`src/rtl/core_mem_arbiter_if.sv`:
```
// core_mem_arbiter_if
// Bundles the memory-arbiter signals: the fetch port, the load/store data port
// and the Avalon-style master bus.
//   slave  modport : the arbiter's view (takes starts and bus read data,
//                    drives readies, read data and the bus command).
//   master modport : the environment's view (requesters plus bus interconnect).
// Signals:
//   insn_start/insn_addr            fetch request pulse and word address
//   insn_ready/insn_data            fetch completion pulse and fetched word
//   data_start/data_write/data_addr/data_wr  load/store request
//   data_ready/data_rd              load/store completion pulse and load data
//   avl_address/avl_read/avl_write/avl_writedata  bus command
//   avl_readdata/avl_waitrequest    bus response and stall
interface core_mem_arbiter_if;
    logic        insn_start;
    logic [29:0] insn_addr;
    logic        insn_ready;
    logic [31:0] insn_data;

    logic        data_start;
    logic        data_write;
    logic [29:0] data_addr;
    logic [31:0] data_wr;
    logic        data_ready;
    logic [31:0] data_rd;

    logic [31:0] avl_address;
    logic        avl_read;
    logic        avl_write;
    logic [31:0] avl_writedata;
    logic [31:0] avl_readdata;
    logic        avl_waitrequest;

    modport slave (
        input  insn_start, insn_addr,
        input  data_start, data_write, data_addr, data_wr,
        input  avl_readdata, avl_waitrequest,
        output insn_ready, insn_data,
        output data_ready, data_rd,
        output avl_address, avl_read, avl_write, avl_writedata
    );

    modport master (
        output insn_start, insn_addr,
        output data_start, data_write, data_addr, data_wr,
        output avl_readdata, avl_waitrequest,
        input  insn_ready, insn_data,
        input  data_ready, data_rd,
        input  avl_address, avl_read, avl_write, avl_writedata
    );
endinterface

```
`src/rtl/core_mem_arbiter.sv`:
```
// core_mem_arbiter
// Shares one word-addressed Avalon-style memory bus between the instruction
// fetch port and the load/store data port. Each port has a one-entry request
// latch; the arbiter grants one request at a time, holds the bus command until
// waitrequest drops, and returns a one-cycle ready pulse the cycle after.
// Ports:
//   clk  core clock
//   rst  asynchronous active-high reset
//   bus  core_mem_arbiter_if.slave (fetch port, data port, Avalon master)
// Configuration macro:
//   CORE_MEM_ARB_ROUND_ROBIN_EN  when defined, ties between both ports go to
//   the port not granted last (data wins the first tie); otherwise data
//   always beats fetch.
module core_mem_arbiter (
    input  logic              clk,
    input  logic              rst,
    core_mem_arbiter_if.slave bus
);

    typedef enum logic [1:0] {
        ST_IDLE     = 2'd0,
        ST_BUS_INSN = 2'd1,
        ST_BUS_DATA = 2'd2
    } state_t;

    state_t      r_state;
    state_t      w_state_nxt;

    // Request latches
    logic        r_insn_pend;
    logic [29:0] r_insn_addr;
    logic        r_data_pend;
    logic        r_data_write;
    logic [29:0] r_data_addr;
    logic [31:0] r_data_wdata;

    // Registered outputs
    logic [31:0] r_avl_address;
    logic        r_avl_read;
    logic        r_avl_write;
    logic [31:0] r_avl_writedata;
    logic        r_insn_ready;
    logic [31:0] r_insn_data;
    logic        r_data_ready;
    logic [31:0] r_data_rd;

    logic        w_busy;
    logic        w_cmd_done;
    logic        w_grant_pt;
    logic        w_insn_accept;
    logic        w_data_accept;
    logic        w_insn_req;
    logic        w_data_req;
    logic [29:0] w_insn_addr;
    logic        w_data_write;
    logic [29:0] w_data_addr;
    logic [31:0] w_data_wdata;
    logic        w_data_prio;
    logic        w_grant_data;
    logic        w_grant_insn;

    // A start is taken only when that port has nothing pending or on the bus;
    // otherwise it is a protocol violation and the original request stands.
    assign w_insn_accept = bus.insn_start & ~r_insn_pend & (r_state != ST_BUS_INSN);
    assign w_data_accept = bus.data_start & ~r_data_pend & (r_state != ST_BUS_DATA);

    // Requests arriving in the grant cycle compete alongside latched ones, so
    // the effective request fields bypass the latch when it is empty.
    assign w_insn_req   = r_insn_pend | w_insn_accept;
    assign w_data_req   = r_data_pend | w_data_accept;
    assign w_insn_addr  = r_insn_pend ? r_insn_addr  : bus.insn_addr;
    assign w_data_write = r_data_pend ? r_data_write : bus.data_write;
    assign w_data_addr  = r_data_pend ? r_data_addr  : bus.data_addr;
    assign w_data_wdata = r_data_pend ? r_data_wdata : bus.data_wr;

`ifdef CORE_MEM_ARB_ROUND_ROBIN_EN
    logic r_last_data;  // 1 = data port was granted last

    // Tracks which port won the most recent grant for tie-breaking
    always_ff @(posedge clk or posedge rst) begin
        if (rst) begin
            r_last_data <= 1'b0;
        end else if (w_grant_data) begin
            r_last_data <= 1'b1;
        end else if (w_grant_insn) begin
            r_last_data <= 1'b0;
        end
    end

    assign w_data_prio = ~r_last_data;
`else
    assign w_data_prio = 1'b1;
`endif

    assign w_cmd_done   = w_busy & ~bus.avl_waitrequest;
    assign w_grant_pt   = (r_state == ST_IDLE) | w_cmd_done;
    assign w_grant_data = w_grant_pt & w_data_req & (~w_insn_req | w_data_prio);
    assign w_grant_insn = w_grant_pt & w_insn_req & ~w_grant_data;

    // Decodes whether a bus command is outstanding in the current state
    always_comb begin
        w_busy = 1'b0;
        case (r_state)
            ST_IDLE:     w_busy = 1'b0;
            ST_BUS_INSN: w_busy = 1'b1;
            ST_BUS_DATA: w_busy = 1'b1;
            default:     w_busy = 1'b0;
        endcase
    end

    // Next-state: the state only moves at a grant point
    always_comb begin
        w_state_nxt = r_state;
        if (w_grant_pt) begin
            if (w_grant_data) begin
                w_state_nxt = ST_BUS_DATA;
            end else if (w_grant_insn) begin
                w_state_nxt = ST_BUS_INSN;
            end else begin
                w_state_nxt = ST_IDLE;
            end
        end else begin
            w_state_nxt = r_state;
        end
    end

    // State register
    always_ff @(posedge clk or posedge rst) begin
        if (rst) begin
            r_state <= ST_IDLE;
        end else begin
            r_state <= w_state_nxt;
        end
    end

    // Request latches: capture on accept, clear when granted
    always_ff @(posedge clk or posedge rst) begin
        if (rst) begin
            r_insn_pend  <= 1'b0;
            r_insn_addr  <= 30'd0;
            r_data_pend  <= 1'b0;
            r_data_write <= 1'b0;
            r_data_addr  <= 30'd0;
            r_data_wdata <= 32'd0;
        end else begin
            if (w_insn_accept) begin
                r_insn_addr <= bus.insn_addr;
            end
            if (w_grant_insn) begin
                r_insn_pend <= 1'b0;
            end else if (w_insn_accept) begin
                r_insn_pend <= 1'b1;
            end

            if (w_data_accept) begin
                r_data_write <= bus.data_write;
                r_data_addr  <= bus.data_addr;
                r_data_wdata <= bus.data_wr;
            end
            if (w_grant_data) begin
                r_data_pend <= 1'b0;
            end else if (w_data_accept) begin
                r_data_pend <= 1'b1;
            end
        end
    end

    // Bus command: loaded at a grant point, otherwise held unchanged
    always_ff @(posedge clk or posedge rst) begin
        if (rst) begin
            r_avl_address   <= 32'd0;
            r_avl_read      <= 1'b0;
            r_avl_write     <= 1'b0;
            r_avl_writedata <= 32'd0;
        end else if (w_grant_data) begin
            r_avl_address   <= {w_data_addr, 2'b00};
            r_avl_read      <= ~w_data_write;
            r_avl_write     <= w_data_write;
            r_avl_writedata <= w_data_wdata;
        end else if (w_grant_insn) begin
            r_avl_address   <= {w_insn_addr, 2'b00};
            r_avl_read      <= 1'b1;
            r_avl_write     <= 1'b0;
        end else if (w_grant_pt) begin
            r_avl_read      <= 1'b0;
            r_avl_write     <= 1'b0;
        end
    end

    // Completion: ready pulse next cycle; read data captured, stores leave data_rd
    always_ff @(posedge clk or posedge rst) begin
        if (rst) begin
            r_insn_ready <= 1'b0;
            r_insn_data  <= 32'd0;
            r_data_ready <= 1'b0;
            r_data_rd    <= 32'd0;
        end else begin
            r_insn_ready <= w_cmd_done & (r_state == ST_BUS_INSN);
            r_data_ready <= w_cmd_done & (r_state == ST_BUS_DATA);
            if (w_cmd_done && (r_state == ST_BUS_INSN)) begin
                r_insn_data <= bus.avl_readdata;
            end
            if (w_cmd_done && (r_state == ST_BUS_DATA) && !r_avl_write) begin
                r_data_rd <= bus.avl_readdata;
            end
        end
    end

    assign bus.avl_address   = r_avl_address;
    assign bus.avl_read      = r_avl_read;
    assign bus.avl_write     = r_avl_write;
    assign bus.avl_writedata = r_avl_writedata;
    assign bus.insn_ready    = r_insn_ready;
    assign bus.insn_data     = r_insn_data;
    assign bus.data_ready    = r_data_ready;
    assign bus.data_rd       = r_data_rd;

endmodule

```
`src/flat_wrapper.sv`:
```
// flat-port wrapper written by rule: the top's interface ports become plain ports
module core_mem_arbiter_flat 
  (clk, rst, bus_insn_start, bus_insn_addr, bus_data_start, bus_data_write, bus_data_addr, bus_data_wr, bus_avl_readdata, bus_avl_waitrequest, bus_insn_ready, bus_insn_data, bus_data_ready, bus_data_rd, bus_avl_address, bus_avl_read, bus_avl_write, bus_avl_writedata);
  core_mem_arbiter_if bus_i ();
  input  logic clk;
  input  logic rst;
  input wire logic [$bits(bus_i.insn_start)-1:0] bus_insn_start;
  input wire logic [$bits(bus_i.insn_addr)-1:0] bus_insn_addr;
  input wire logic [$bits(bus_i.data_start)-1:0] bus_data_start;
  input wire logic [$bits(bus_i.data_write)-1:0] bus_data_write;
  input wire logic [$bits(bus_i.data_addr)-1:0] bus_data_addr;
  input wire logic [$bits(bus_i.data_wr)-1:0] bus_data_wr;
  input wire logic [$bits(bus_i.avl_readdata)-1:0] bus_avl_readdata;
  input wire logic [$bits(bus_i.avl_waitrequest)-1:0] bus_avl_waitrequest;
  output wire logic [$bits(bus_i.insn_ready)-1:0] bus_insn_ready;
  output wire logic [$bits(bus_i.insn_data)-1:0] bus_insn_data;
  output wire logic [$bits(bus_i.data_ready)-1:0] bus_data_ready;
  output wire logic [$bits(bus_i.data_rd)-1:0] bus_data_rd;
  output wire logic [$bits(bus_i.avl_address)-1:0] bus_avl_address;
  output wire logic [$bits(bus_i.avl_read)-1:0] bus_avl_read;
  output wire logic [$bits(bus_i.avl_write)-1:0] bus_avl_write;
  output wire logic [$bits(bus_i.avl_writedata)-1:0] bus_avl_writedata;
  assign bus_i.insn_start = bus_insn_start;
  assign bus_i.insn_addr = bus_insn_addr;
  assign bus_i.data_start = bus_data_start;
  assign bus_i.data_write = bus_data_write;
  assign bus_i.data_addr = bus_data_addr;
  assign bus_i.data_wr = bus_data_wr;
  assign bus_i.avl_readdata = bus_avl_readdata;
  assign bus_i.avl_waitrequest = bus_avl_waitrequest;
  assign bus_insn_ready = bus_i.insn_ready;
  assign bus_insn_data = bus_i.insn_data;
  assign bus_data_ready = bus_i.data_ready;
  assign bus_data_rd = bus_i.data_rd;
  assign bus_avl_address = bus_i.avl_address;
  assign bus_avl_read = bus_i.avl_read;
  assign bus_avl_write = bus_i.avl_write;
  assign bus_avl_writedata = bus_i.avl_writedata;
  core_mem_arbiter u_core (.clk(clk), .rst(rst), .bus(bus_i));
endmodule
```
`config.mk`:
```
export PLATFORM = sky130hd
export DESIGN_NAME = core_mem_arbiter_flat
export DESIGN_NICKNAME = d
export VERILOG_FILES = /design/src/rtl/core_mem_arbiter_if.sv /design/src/rtl/core_mem_arbiter.sv /design/src/flat_wrapper.sv
export SDC_FILE = /design/constraint.sdc
export NUM_CORES = 1
export LEC_CHECK = 0
export ABC_AREA = 1
export BUFFER_PORTS_ARGS = -buffer_cell sky130_fd_sc_hd__buf_4
export CAP_MARGIN = 10
export CORE_MARGIN = 3
export CORE_UTILIZATION = 45
export CTS_BUF_LIST = sky130_fd_sc_hd__clkbuf_8
export DETAILED_ROUTE_END_ITERATION = 6
export GPL_TIMING_DRIVEN = 0
export PLACE_DENSITY = 0.8
export SETUP_SLACK_MARGIN = 0.5
export SLEW_MARGIN = 20
export SYNTH_ARGS = -nofsm -noshare
export SYNTH_HDL_FRONTEND = slang
export SYNTH_SLANG_ARGS = --single-unit
```
`constraint.sdc`:
```
create_clock -name clk -period 6.3 [get_ports clk]
set_input_delay 0.315 -clock clk [delete_from_list [all_inputs] [get_ports clk]]
set_output_delay 0.315 -clock clk [all_outputs]
set_load 0.005 [all_outputs]
```
==> impl_metrics.yaml <==
global_route:
  grt_max_degree: 37
  antenna_found_initial: 1
  grt_pass1_vias: 9206
  grt_pass1_wl_um: 46600
  gr-usage-met2_pct: 38.1
  grt_use_met3_pct: 6.70
  grtUsageTotal_pct: 23.7
  gr-total-overflow: 0
  grtUsageMet1_pct: 31.1
  top_usage_layer: "met2"
place:
  io_buffers: 259
  hpwl_um: 21600
  placed_area_um2: 12400
  preCtsSetupSlack_ns: 4.47
  dpl.cell_count: 1757
  place_congestion: 0.847
worst_setup_path:
  startpoint_type: "flip-flop"
  crit_chain: "inv_1 > ha_1 > nand3_1 > buf_2 > clkbuf_1 > o21ai_0"
  worst-path-buf-inv: 3
  slowest_stage: "clkbuf_1"
  worstPathArrival_ns: 2.17
  cp.required_ns: 6.67
  crit_type: "reg2reg"
  critPathTopFamily: "buffers and inverters"
  end_kind: "flip-flop"
  path_max_fanout: 10
  cpPeakStageDelay_ns: 0.40
power_and_ir_drop:
  p_comb_share_pct: 43.2
  swShare_pct: 39.5
  p_int_w: 0.00403
  p_per_area_nw_per_um2: 506
  power.switching_w: 0.00264
  p_leak_nw: 7.14
  ir_drop_mv: 0.221
  seq_power_share_pct: 38.2
  p_clk_share_pct: 18.6
sta:
  setup-tns-final_ns: 0
  whs_ns: 0.0545
  min_period_over_period_pct: 28.6
  max_freq_mhz: 555
  fin_skew_ns: 0.0307
  slew_viol_final: 0
  finalHoldViolations: 0
  rsz0062_at_grt: "false"
  timing.final.crit_period_ns: 1.80
  setup_slack_ns: 4.50
  max-slew-margin-rel_pct: 49.5
  worstMarginPinSlew_ns: 0.756
  setup_viol: 0
floorplanning:
  core-area_um2: 21400
  fp.dieW_um: 155
  io_pins: 262
  die_h_um: 155
  design.die.area_um2: 24100
  start_util_pct: 46.7
  rows: 53
clock_tree:
  numCtsBuffers: 38
  post-cts-setup-buffer-count: 0
  cts_hold_buf: 2
  cts_buffer_depth: 3
  path_clk_slew_ns: 0.06
  clock_latency_ns: 0.53
  cts-resized-gates: 0
  tritoncts: "done"
  cts_sinks: 227
  cts_root_buf: "clkbuf_8"
  cts-htree-levels: 2
yosys:
  synth.area.top_cells: "dfrtp_1 57%, nand2_1 16%, o21ai_0 11%"
  synthFlopType: "dfrtp_1"
  synth-seq-cells: 227
  synth_cells: 1215
  ys.warnings.count: 0
  yosysTopAreaCellShare_pct: 56.8
  syn_area_um2: 10000
  synthArstFlopShare_pct: 100
  yosysSeqAreaShare_pct: 56.8
  synth.distinct_cells: 21
  postSynthAreaPerCell_um2: 8.23
  synth-edff-count: 0
  yosysTopAreaCell: "dfrtp_1"
cells_and_area:
  finalInstanceArea_um2: 13200
  nNetsFinal: 1657
  n_antenna_cell: 0
  multiInputGateArea_um2: 3380
  stdcell_count: 1821
  syn2layout_area_growth_pct: 31.7
  fillers: 1893
  drive_gt1_share_pct: 24.6
  register_area_um2: 5680
hold_path:
  hold_class: "in2reg"
route:
  avgViaCountPerCell: 5.06
  routedWlPerCell_um: 15.9
  drt_wl_total_um: 28900
  vias: 9214
  route.detailed.drc: 0
  drt_pre_antenna_iters: 5
  ant_nets: 0
  drt_iter0_markers: 574
job:
  maxCapViolCount: 0
run_status:
  status: "finished, final reports clean"
-- area by class of cell --
class	instances	area share, %
inverters	143	4.12
clock buffers	47	4.91
clock inverters	15	0.484
multi-input cells	769	25.6
plain buffers	77	3.11
well taps	275	2.61
flip-flops and latches	227	43.1
repair buffers	268	16.0
-- synth_stat cells (2+ instances only) --
cell type    n
ha_1         3
dfrtp_1    227
buf_2       34
o21ai_0    219
o21ai_1     23
nand2_2      5
buf_4        5
nand2_1    421
buf_6        8
inv_2        5
nand2_4      2
nand3_1     89
inv_1      137
clkbuf_1    30
-- final timing paths --
check,startpoint,to,slack [ns],cells past startpoint
max,u_core.r_state[1]$_DFFE_PP0P_,u_core.bus.insn_data[16]$_DFFE_PP0P_,4.50,6
min,bus_insn_addr[26],u_core.r_insn_addr[26]$_DFFE_PP0P_,0.05,3
max reg2reg,u_core.r_state[1]$_DFFE_PP0P_,u_core.bus.insn_data[16]$_DFFE_PP0P_,4.50,6
min reg2reg,u_core.bus.avl_writedata[7]$_DFFE_PP0N_,u_core.bus.avl_writedata[7]$_DFFE_PP0N_,0.48,2
max in group asynchronous,rst,u_core.bus.avl_address[5]$_DFFE_PP0P_,4.72,6
min in group asynchronous,rst,u_core.bus.data_rd[22]$_DFFE_PP0P_,0.52,3
-- cells by family (layout without fill, tap and decap cells) --
family          Yosys count  in the layout  synth area share [%]
simple gates            519            519                  21.0
compound gates          245            245                  12.3
flops                   227            227                  56.8
buf+inv                 220            550                  9.49
fa+ha+maj                 3              3                 0.375
other cells               1              2                0.0375
-- worst reg2reg max path: cells and delay by family (launching register included) --
kind / cells / cell delay (ns)
compound gates: 1 / 0.16
flops: 1 / 0.38
buf+inv: 3 / 0.73
simple gates: 1 / 0.14
fa+ha+maj: 1 / 0.26
-- power groups by stage --
stage / clock network (W) / logic [W] / registers, W
global placement: 0 / 0.00279 / 0.00253
CTS: 0.00127 / 0.00291 / 0.00254
detailed placement: 0 / 0.00290 / 0.00255
global route: 0.00135 / 0.00325 / 0.00261
finish: 0.00124 / 0.00288 / 0.00255
floorplan: 0 / 0.00164 / 0.00250
-- through the flow --
stage          total power (W)  utilization [%]
4_1_cts                0.00672             61.5
6_report               0.00667             61.5
3_5_place_dp           0.00545             58.1
2_1_floorplan          0.00414                -
5_1_grt                0.00721             61.5
3_3_place_gp           0.00532             57.4
-- routing by layer --
layer | vias to the layer above | part of all wire (%)
met5 | - | 0.024
met4 | 2 | 3.2
met3 | 74 | 8.6
met2 | 353 | 47
met1 | 4362 | 41
li1 | 4423 | -
-- flip-flops by register name, indices dropped and copies added (netlist names), 2 cells and up --
| name | flops |
|---|---|
| u_core.bus.avl_writedata | 32 |
| u_core.bus.data_rd | 32 |
| u_core.bus.insn_data | 32 |
| u_core.r_data_wdata | 32 |
| u_core.bus.avl_address | 30 |
| u_core.r_data_addr | 30 |
| u_core.r_insn_addr | 30 |
| u_core.r_state | 2 |
-- cells in the final DEF, fill, tap and decap left out, types with 2 or more instances in the layout --
master         netlist  routed
nand2_2              5       5
conb_1               1       2
clkbuf_8             0      47
buf_4                5     264
buf_12               0       6
buf_2               34      34
nand2_1            421     421
nand2_4              2       2
ha_1                 3       3
clkinvlp_4           0       2
o21ai_0            219     219
nand3_1             89      89
clkbuf_1            30      30
dfrtp_1            227     227
o21ai_1             23      23
dlygate4sd3_1        0       2
clkinv_2             0       3
buf_6                8       8
inv_1              137     147
inv_2                5       5
Note: power is estimated with default switching activity, not from simulation.
